## config.mk

```make
export PLATFORM = sky130hd
export DESIGN_NAME = lcd_bus_rx_flat
export DESIGN_NICKNAME = d
export VERILOG_FILES = /design/src/rtl/lcd_bus_pkg.sv /design/src/rtl/lcd_bus_rx_if.sv /design/src/rtl/lcd_bus_rx_ptr.sv /design/src/rtl/lcd_bus_rx.sv /design/src/flat_wrapper.sv
export SDC_FILE = /design/constraint.sdc
export NUM_CORES = 1
export LEC_CHECK = 0
export CORE_AREA = 4 4 192 101
export CTS_CLUSTER_DIAMETER = 100
export DETAILED_ROUTE_END_ITERATION = 10
export DIE_AREA = 0 0 196 105
export PLACE_DENSITY = 0.82
export SYNTH_ARGS = -nofsm -noshare
export SYNTH_HDL_FRONTEND = slang
export SYNTH_SLANG_ARGS = --single-unit
```

## constraint.sdc

```tcl
create_clock -name clk -period 8 [get_ports clk]
set_input_delay 2.4 -clock clk [delete_from_list [all_inputs] [get_ports clk]]
set_output_delay 2.4 -clock clk [all_outputs]
set_load 0.01 [all_outputs]
```

## src/rtl/lcd_bus_pkg.sv

```systemverilog
// rtl/lcd_bus_pkg.sv - opcodes, decoder states and defaults for the 8080 bus receiver
package lcd_bus_pkg;

    localparam logic [7:0] SWRESET = 8'h01;
    localparam logic [7:0] SLPIN   = 8'h10;
    localparam logic [7:0] SLPOUT  = 8'h11;
    localparam logic [7:0] DISPOFF = 8'h28;
    localparam logic [7:0] DISPON  = 8'h29;
    localparam logic [7:0] CASET   = 8'h2A;
    localparam logic [7:0] PASET   = 8'h2B;
    localparam logic [7:0] RAMWR   = 8'h2C;
    localparam logic [7:0] COLMOD  = 8'h3A;

    localparam logic [7:0] COLMOD_DEFAULT = 8'h66;

    typedef enum logic [2:0] {
        IDLE,
        PARAM,
        IGNORE,
        PIX_HI,
        PIX_LO
    } rx_state_t;

endpackage

```

## src/rtl/lcd_bus_rx_if.sv

```systemverilog
// rtl/lcd_bus_rx_if.sv - 8080-style write bus: data, rs, active-low wr, active-low panel reset
interface lcd_bus_rx_if;

    logic [7:0] lcd_data;
    logic       lcd_rs;
    logic       lcd_wr;
    logic       lcd_rst;

    modport master (output lcd_data, output lcd_rs, output lcd_wr, output lcd_rst);
    modport slave  (input lcd_data, input lcd_rs, input lcd_wr, input lcd_rst);

endinterface

```

## src/rtl/lcd_bus_rx_ptr.sv

```systemverilog
// rtl/lcd_bus_rx_ptr.sv - address window registers and RAMWR pixel pointer with window wrap
module lcd_bus_rx_ptr import lcd_bus_pkg::*; #(
    parameter int H_RES = 320,
    parameter int V_RES = 240
) (
    input  logic        clk,
    input  logic        clr,
    input  logic        set_x,
    input  logic        set_y,
    input  logic [15:0] set_start,
    input  logic [15:0] set_end,
    input  logic        load,
    input  logic        advance,
    output logic [15:0] win_xs,
    output logic [15:0] win_xe,
    output logic [15:0] win_ys,
    output logic [15:0] win_ye,
    output logic [15:0] ptr_x,
    output logic [15:0] ptr_y
);

    localparam logic [15:0] XE_DEFAULT = 16'(H_RES - 1);
    localparam logic [15:0] YE_DEFAULT = 16'(V_RES - 1);

    // window update on the last CASET/PASET byte; pointer load on RAMWR, advance per pixel
    always_ff @(posedge clk) begin
        if (clr) begin
            win_xs <= 16'd0;
            win_xe <= XE_DEFAULT;
            win_ys <= 16'd0;
            win_ye <= YE_DEFAULT;
            ptr_x  <= 16'd0;
            ptr_y  <= 16'd0;
        end else begin
            if (set_x) begin
                win_xs <= set_start;
                win_xe <= set_end;
            end
            if (set_y) begin
                win_ys <= set_start;
                win_ye <= set_end;
            end
            if (load) begin
                ptr_x <= win_xs;
                ptr_y <= win_ys;
            end else if (advance) begin
                if (ptr_x >= win_xe) begin
                    ptr_x <= win_xs;
                    ptr_y <= (ptr_y >= win_ye) ? win_ys : ptr_y + 16'd1;
                end else begin
                    ptr_x <= ptr_x + 16'd1;
                end
            end
        end
    end

endmodule

```

## src/rtl/lcd_bus_rx.sv

```systemverilog
// rtl/lcd_bus_rx.sv - 8080 bus write decoder; optional sticky err output under LCD_BUS_RX_ERR_EN
module lcd_bus_rx import lcd_bus_pkg::*; #(
    parameter int H_RES = 320,
    parameter int V_RES = 240
) (
    input  logic        clk,
    input  logic        reset,
    lcd_bus_rx_if.slave bus,
    output logic        cmd_valid,
    output logic [7:0]  cmd,
    output logic        param_valid,
    output logic [7:0]  param,
    output logic [3:0]  param_idx,
    output logic        pixel_valid,
    output logic [15:0] pixel,
    output logic [15:0] pixel_x,
    output logic [15:0] pixel_y,
    output logic [15:0] win_xs,
    output logic [15:0] win_xe,
    output logic [15:0] win_ys,
    output logic [15:0] win_ye,
    output logic [7:0]  colmod,
    output logic        sleep,
    output logic        display_on
`ifdef LCD_BUS_RX_ERR_EN
    ,
    output logic        err
`endif
);

    rx_state_t   state_q, state_d;
    logic        wr_q;
    logic        accept;
    logic        clr;
    logic [3:0]  pcnt_q;
    logic [7:0]  hi_q;
    logic [23:0] stage_q;
    logic        cmd_fire, param_fire, hi_fire, pix_fire;
    logic        soft_rst, load, win_last, set_x, set_y;
    logic [15:0] set_start, set_end;
    logic [15:0] ptr_x, ptr_y;

    assign accept    = bus.lcd_wr & ~wr_q;
    assign clr       = reset | ~bus.lcd_rst;
    assign soft_rst  = cmd_fire && (bus.lcd_data == SWRESET);
    assign load      = cmd_fire && (bus.lcd_data == RAMWR);
    assign win_last  = param_fire && (state_q == PARAM) && (pcnt_q == 4'd3);
    assign set_x     = win_last && (cmd == CASET);
    assign set_y     = win_last && (cmd == PASET);
    assign set_start = stage_q[23:8];
    assign set_end   = {stage_q[7:0], bus.lcd_data};

    // previous wr level for rising-edge detection
    always_ff @(posedge clk) begin
        if (reset) wr_q <= 1'b1;
        else       wr_q <= bus.lcd_wr;
    end

    // decoder state register
    always_ff @(posedge clk) begin
        if (clr) state_q <= IDLE;
        else     state_q <= state_d;
    end

    // next state and byte classification
    always_comb begin
        state_d    = state_q;
        cmd_fire   = 1'b0;
        param_fire = 1'b0;
        hi_fire    = 1'b0;
        pix_fire   = 1'b0;
        if (accept) begin
            if (!bus.lcd_rs) begin
                cmd_fire = 1'b1;
                case (bus.lcd_data)
                    SWRESET, SLPIN, SLPOUT, DISPOFF, DISPON: state_d = IDLE;
                    CASET, PASET, COLMOD:                    state_d = PARAM;
                    RAMWR:                                   state_d = PIX_HI;
                    default:                                 state_d = IGNORE;
                endcase
            end else begin
                case (state_q)
                    PARAM, IGNORE: param_fire = 1'b1;
                    PIX_HI: begin
                        hi_fire = 1'b1;
                        state_d = PIX_LO;
                    end
                    PIX_LO: begin
                        pix_fire = 1'b1;
                        state_d  = PIX_HI;
                    end
                    default: ;
                endcase
            end
        end
    end

    // registered outputs, display state and parameter staging
    always_ff @(posedge clk) begin
        if (clr) begin
            cmd_valid   <= 1'b0;
            cmd         <= 8'd0;
            param_valid <= 1'b0;
            param       <= 8'd0;
            param_idx   <= 4'd0;
            pcnt_q      <= 4'd0;
            pixel_valid <= 1'b0;
            pixel       <= 16'd0;
            pixel_x     <= 16'd0;
            pixel_y     <= 16'd0;
            colmod      <= COLMOD_DEFAULT;
            sleep       <= 1'b1;
            display_on  <= 1'b0;
            hi_q        <= 8'd0;
            stage_q     <= 24'd0;
        end else begin
            cmd_valid   <= cmd_fire;
            param_valid <= param_fire;
            pixel_valid <= pix_fire;
            if (cmd_fire) begin
                cmd       <= bus.lcd_data;
                param_idx <= 4'd0;
                pcnt_q    <= 4'd0;
                case (bus.lcd_data)
                    SWRESET: begin
                        colmod     <= COLMOD_DEFAULT;
                        sleep      <= 1'b1;
                        display_on <= 1'b0;
                    end
                    SLPIN:   sleep      <= 1'b1;
                    SLPOUT:  sleep      <= 1'b0;
                    DISPON:  display_on <= 1'b1;
                    DISPOFF: display_on <= 1'b0;
                    default: ;
                endcase
            end
            if (param_fire) begin
                param     <= bus.lcd_data;
                param_idx <= pcnt_q;
                if (pcnt_q != 4'd15) pcnt_q <= pcnt_q + 4'd1;
                if (state_q == PARAM) begin
                    if (cmd == COLMOD && pcnt_q == 4'd0) colmod <= bus.lcd_data;
                    if (cmd == CASET || cmd == PASET) begin
                        case (pcnt_q)
                            4'd0:    stage_q[23:16] <= bus.lcd_data;
                            4'd1:    stage_q[15:8]  <= bus.lcd_data;
                            4'd2:    stage_q[7:0]   <= bus.lcd_data;
                            default: ;
                        endcase
                    end
                end
            end
            if (hi_fire) hi_q <= bus.lcd_data;
            if (pix_fire) begin
                pixel   <= {hi_q, bus.lcd_data};
                pixel_x <= ptr_x;
                pixel_y <= ptr_y;
            end
        end
    end

    lcd_bus_rx_ptr #(
        .H_RES (H_RES),
        .V_RES (V_RES)
    ) u_ptr (
        .clk       (clk),
        .clr       (clr | soft_rst),
        .set_x     (set_x),
        .set_y     (set_y),
        .set_start (set_start),
        .set_end   (set_end),
        .load      (load),
        .advance   (pix_fire),
        .win_xs    (win_xs),
        .win_xe    (win_xe),
        .win_ys    (win_ys),
        .win_ye    (win_ye),
        .ptr_x     (ptr_x),
        .ptr_y     (ptr_y)
    );

`ifdef LCD_BUS_RX_ERR_EN
    logic err_evt;

    // protocol violations seen this cycle
    always_comb begin
        err_evt = 1'b0;
        if (accept && bus.lcd_rs && state_q == IDLE) err_evt = 1'b1;
        if (param_fire && state_q == PARAM &&
            (((cmd == CASET || cmd == PASET) && pcnt_q >= 4'd4) ||
             (cmd == COLMOD && pcnt_q >= 4'd1)))
            err_evt = 1'b1;
        if (cmd_fire && state_q == PIX_LO) err_evt = 1'b1;
        if ((set_x || set_y) && set_start > set_end) err_evt = 1'b1;
    end

    // sticky error flag
    always_ff @(posedge clk) begin
        if (clr)          err <= 1'b0;
        else if (err_evt) err <= 1'b1;
    end
`endif

endmodule

```

## src/flat_wrapper.sv

```systemverilog
// flat-port wrapper written by rule: the top's interface ports become plain ports
module lcd_bus_rx_flat import lcd_bus_pkg::*;
#(
    parameter int H_RES = 320,
    parameter int V_RES = 240
)
  (clk, reset, cmd_valid, cmd, param_valid, param, param_idx, pixel_valid, pixel, pixel_x, pixel_y, win_xs, win_xe, win_ys, win_ye, colmod, sleep, display_on, bus_lcd_data, bus_lcd_rs, bus_lcd_wr, bus_lcd_rst);
  lcd_bus_rx_if bus_i ();
  input  logic clk;
  input  logic reset;
  output logic cmd_valid;
  output logic [7:0] cmd;
  output logic param_valid;
  output logic [7:0] param;
  output logic [3:0] param_idx;
  output logic pixel_valid;
  output logic [15:0] pixel;
  output logic [15:0] pixel_x;
  output logic [15:0] pixel_y;
  output logic [15:0] win_xs;
  output logic [15:0] win_xe;
  output logic [15:0] win_ys;
  output logic [15:0] win_ye;
  output logic [7:0] colmod;
  output logic sleep;
  output logic display_on;
  input wire logic [$bits(bus_i.lcd_data)-1:0] bus_lcd_data;
  input wire logic [$bits(bus_i.lcd_rs)-1:0] bus_lcd_rs;
  input wire logic [$bits(bus_i.lcd_wr)-1:0] bus_lcd_wr;
  input wire logic [$bits(bus_i.lcd_rst)-1:0] bus_lcd_rst;
  assign bus_i.lcd_data = bus_lcd_data;
  assign bus_i.lcd_rs = bus_lcd_rs;
  assign bus_i.lcd_wr = bus_lcd_wr;
  assign bus_i.lcd_rst = bus_lcd_rst;
  lcd_bus_rx #(.H_RES(H_RES), .V_RES(V_RES)) u_core (.clk(clk), .reset(reset), .bus(bus_i), .cmd_valid(cmd_valid), .cmd(cmd), .param_valid(param_valid), .param(param), .param_idx(param_idx), .pixel_valid(pixel_valid), .pixel(pixel), .pixel_x(pixel_x), .pixel_y(pixel_y), .win_xs(win_xs), .win_xe(win_xe), .win_ys(win_ys), .win_ye(win_ye), .colmod(colmod), .sleep(sleep), .display_on(display_on));
endmodule
```

* Yosys cells after proc, flatten, opt, wreduce, memory -nomap -nowiden
Index checks and enable logic that the tools add are counted.
** Storage, ports and cells
- Flip-flop bits (word level) :: 217
- Input bits :: 13
- Output and inout bits :: 145
- Word-level logic and storage cells :: 115
** Operators by class
- $add $sub $neg :: 3
- Magnitude comparators :: 2
- Equal/unequal tests :: 21
- Multiplexer cells :: 33
- Bitwise gates (word level) :: 5
- Reduce and logical (&&, ||, !) cells :: 26
** Operator list (count)
- $mux W16 :: 7
- $eq A8 B6 Y1 const B :: 9
- $mux W8 :: 5
- $add A16 B1 Y16 const B :: 2
- $ge A16 B16 Y1 :: 2
- $mux W4 :: 5
- $eq A8 B5 Y1 const B :: 2
- $reduce_and A4 Y1 :: 3
- $mux W1 :: 11
- $reduce_bool A2 Y1 :: 5
- $eq A4 B2 Y1 const B :: 2
- $eq A8 B1 Y1 const B :: 1
- $reduce_and A2 Y1 :: 4
- $logic_and A1 B1 Y1 :: 7
- $eq A3 B2 Y1 const B :: 2
- $pmux W2 S3 :: 1
- $pmux W3 S2 :: 1
- $reduce_or A2 Y1 :: 3
- $reduce_or A5 Y1 :: 1
- $add A4 B1 Y4 const B :: 1
- $eq A4 B1 Y1 const B :: 1
- $logic_not A4 Y1 :: 1
- $ne A4 B4 Y1 const B :: 1
- $pmux W1 S2 :: 2
- other kinds (9) :: 11

* Longest topological paths before layout
- Word-level depth :: 8
- Mapped depth :: 9
- Mapped depth without buffers :: 8

* By module
A second synthesis with hierarchy kept.
** Unflattened totals
- Cell total of the unflattened synthesis :: 1129
- Area, all modules :: 9864.5 µm²
** Modules (own cells, without submodules)
- lcd_bus_rx_ptr :: instances 1, cells each 569, area an instance 5149.9 µm², seq. area each 1921.8 µm²
- lcd_bus_rx :: instances 1, cells each 560, area an instance 4714.5 µm², seq. area each 2422.3 µm²

* Worst setup path before layout
No wires, ideal clock.
- Path kind :: input port to flip-flop
- Start point :: input port bus_lcd_data[0]
- End point :: register u_core.u_ptr.ptr_y[5]
- Setup time :: 121 ps
- Arrival time :: 4059 ps
- Required time :: 7879 ps
- Path slack :: 3820 ps
- Stages on the path :: 7
- Path buffers :: 1
- Path through :: buf_2 -> and4b_1 -> and3_4 -> a2111o_1 -> or4_1 -> a21oi_1 -> a211oi_2
** On the way
- Longest elaborated chain between the ends :: 4
- Elaborated cells on any way between the ends :: 9
- Classes of those cells :: eq/ne (2); mux (1); bitwise (1); reduce/logical (5)
** Ends and longest elaborated chain
- from (decl) :: RTL line flat_wrapper.sv:27 : input wire logic [$bits(bus_i.lcd_data)-1:0] bus_lcd_data;
- $eq A8 B6 Y1 :: RTL line lcd_bus_rx.sv:46 : assign load = cmd_fire && (bus.lcd_data == RAMWR);
- $logic_and A1 B1 Y1 :: RTL line lcd_bus_rx.sv:46
- $reduce_bool A2 Y1 (no source line)
- $reduce_and A2 Y1 (no source line)
- to (signal assigned) :: RTL line lcd_bus_rx_ptr.sv:45 : ptr_y <= win_ys;
- to (signal assigned) :: RTL line lcd_bus_rx_ptr.sv:49 : ptr_y <= (ptr_y >= win_ye) ? win_ys : ptr_y + 16'd1;
- to (decl) :: RTL line lcd_bus_rx_ptr.sv:19 : output logic [15:0] ptr_y
Several ways; a longest one is shown, not always the timed one.
A chain may end at the register's enable or synchronous reset.

* Worst setup path after layout
- Start point :: input port bus_lcd_data[2]
- End point :: register u_core.u_ptr.ptr_y[6]
The elaborated chain is that of the path after synthesis.

==> qor.txt <==
synth unique cells - 69
hold path depth - 2
outcome - finished clean
global-route wire length before repair - 49120 µm
Layout Utilization - 0.6657
Clock Pin Slew Worst Setup and Hold Paths - 70 ps
critical path class - input pin to flip-flop
Die W - 196 µm
hold_ws - 451.6 ps
WP data arrival - 5750 ps
Rows - 35
Worst Max-Slew Pin Slew - 1046 ps
Iter 0 DRT Violations - 1208
maximum clock insertion buffer count - 3
Startpoint Class - input pin
Antenna diodes - 0
share of layout cells above drive strength 1 - 0.05521
layout net count - 1342
number of synthesized flops with an enable pin - 0
Synth Cell Area - 9609 µm²
Lkg Pwr - 4.040 nW
minimum setup slack after placement - 2329 ps
Die H - 105 µm
Mapped Nets - 1234
total power - 2.116 mW
fmax - 186.4 MHz
placed cells - 1509
htree depth - 1
Worst Hold Class - flip-flop to flip-flop
CTS Root Buffer Type - clkbuf_16
Clk Latency, worst-skew pair - 500 ps
WL/cell - 20.52 µm
Remaining DRCs - 0
Worst Setup End Kind - flip-flop
register area share after synthesis - 0.4521
critical path fanouts, max - 66
Num CTS Buffers - 20
CTS tree - done
largest net degree at the start of global routing - 71
most common library cells after synthesis - 301 x nand2_1, 217 x dfxtp_1, 165 x a21oi_1
Finished Cell Area - 11890 µm²
post-DP HPWL - 22440 µm
Area Overhead vs Synth - 23.78%
ANT nets after route - 0
worst endpoint required time - 8380 ps
Slew Limit Headroom - 0.3024
DR vias/cell - 6.045
synth top area cells - dfxtp_1 45%, nand2_1 12%, a21oi_1 8.6%
total track usage - 0.2970
fin cells - 1544
switching power total - 0.4560 mW
core area - 17870 µm²
full die area - 20580 µm²
clock power share - 0.467
final worst slack - 2636 ps
Synth area leader - dfxtp_1
final hold violations - 0
Primary FF master, synth - dfxtp_1
Switching Fraction - 0.2155
Register-to-Register Path Depth - 8
Worst VDD drop - 0.1641 mV
Via Count - 9333
top-count cell post-synth - nand2_1
share of the synthesized area in the top cell type - 0.4521
DRT Pass-1 Iters - 5
number of global-route vias before repair - 8685
clk_skew - 16.08 ps
Power Density - 177.9 nW/µm²
antenna violations before repair - 2
I/O pin count - 158
setup TNS - 0 ps
grt total ovfl - 0
average size of a mapped cell - 8.123 µm²
starting density of the core - 0.5378
CTS Hold Bufs - 0
clock sinks - 217
Max-Cap Viols - 0
combinational power share - 0.022
YS warnings - 0
Int Pwr - 1.660 mW
#FFs+latches synth - 217
placer's final routability congestion estimate - 0.9837
Synth Instances - 1183
crit path time final - 5364 ps
register share of total power - 0.511
RSZ-0062 raised after global routing - false
FFs w/ async S/R, synth - 0
Final setup viols - 0
Final Max Slew Viols - 0
I/O Buffers - 157
post-placement cell area - 11230 µm²
period utilisation layout - 0.6705
number of post-CTS setup repair buffers - 0
final wirelength - 31690 µm
post-cts sizing count - 0
worst max-delay path, cell delays in order:
cell and delay, ps:
clkdlybuf4s50_1 790, nor3_1 420, nand2_1 180, or3b_1 480
nand2_2 100, buf_4 560, nor2_1 420, a32o_1 340
layout by cell type, fill, tap and decap left out, types with 8 or more instances in the layout:
cell type,n
nor2_1,57
nand2_1,300
dfxtp_1,217
clkdlybuf4s50_1,157
buf_4,8
nand3_1,43
xnor2_1,11
clkbuf_16,21
nand4_1,10
o21ai_0,33
a211oi_1,11
a21oi_1,165
a32o_1,11
ha_1,38
mux2i_1,21
inv_1,37
o211ai_1,15
nand2b_1,8
a21o_1,9
nor3_1,17
cells by family (layout without fill, tap and decap cells):
logic type / count (synthesis) / after routing / share of synthesized area
xor+xnor: 12 / 12 / 0.01094
simple gates: 492 / 492 / 0.2293
flops: 217 / 217 / 0.4521
buf+inv: 116 / 237 / 0.05130
compound gates: 287 / 287 / 0.1850
fa+ha+maj: 38 / 38 / 0.04948
mux: 21 / 21 / 0.02187
cell type report:
class / instances / area, µm²
clock buffer: 31 / 623.1
clock inverter: 4 / 45.04
fill: 1452 / 5973
inverter: 37 / 138.9
multi-input combinational: 850 / 4811
sequential: 217 / 4344
tap: 240 / 300.3
timing repair buffer: 165 / 1632
routing by layer:
| layer | GRT usage | share of wire | up-vias | routed length (µm) |
|---|---|---|---|---|
| li1 | - | - | 4284 | - |
| met1 | 0.4576 | 0.46 | 4380 | 14480 |
| met2 | 0.4066 | 0.39 | 603 | 12470 |
| met3 | 0.07732 | 0.13 | 64 | 3973 |
| met4 | 0.07669 | 0.024 | 2 | 748 |
| met5 | 0 | 0.00054 | - | 17 |
state kept, by name, indices dropped and copies added, names as in the netlist, 16 cells and up:
name,flops
u_core.pixel,16
u_core.pixel_x,16
u_core.pixel_y,16
u_core.stage_q,24
u_core.u_ptr.ptr_x,16
u_core.u_ptr.ptr_y,16
u_core.u_ptr.win_xe,16
u_core.u_ptr.win_xs,16
u_core.u_ptr.win_ye,16
u_core.u_ptr.win_ys,16
power groups by stage:
stage | registers (mW) | logic [mW] | clock network (mW)
2_1_floorplan | 1.11 | 0.0277 | 0
3_3_place_gp | 1.11 | 0.0446 | 0
3_5_place_dp | 1.11 | 0.0458 | 0
4_1_cts | 1.08 | 0.0460 | 0.989
5_1_grt | 1.08 | 0.0501 | 1.03
6_report | 1.08 | 0.0475 | 0.987
final timing paths:
| kind | slack, ps | endpoint | startpoint |
|---|---|---|---|
| setup / recovery | 2640 | u_core.u_ptr.ptr_y[6] | bus_lcd_data[2] |
| hold / removal | 450 | u_core.pixel_x[11] | u_core.pixel_x[11] |
| setup reg to reg | 4700 | u_core.u_ptr.ptr_y[6] | u_core.u_ptr.win_xe[14] |
| hold reg to reg | 450 | u_core.pixel_x[11] | u_core.pixel_x[11] |
No activity file was read; power rests on OpenSTA's default activity.
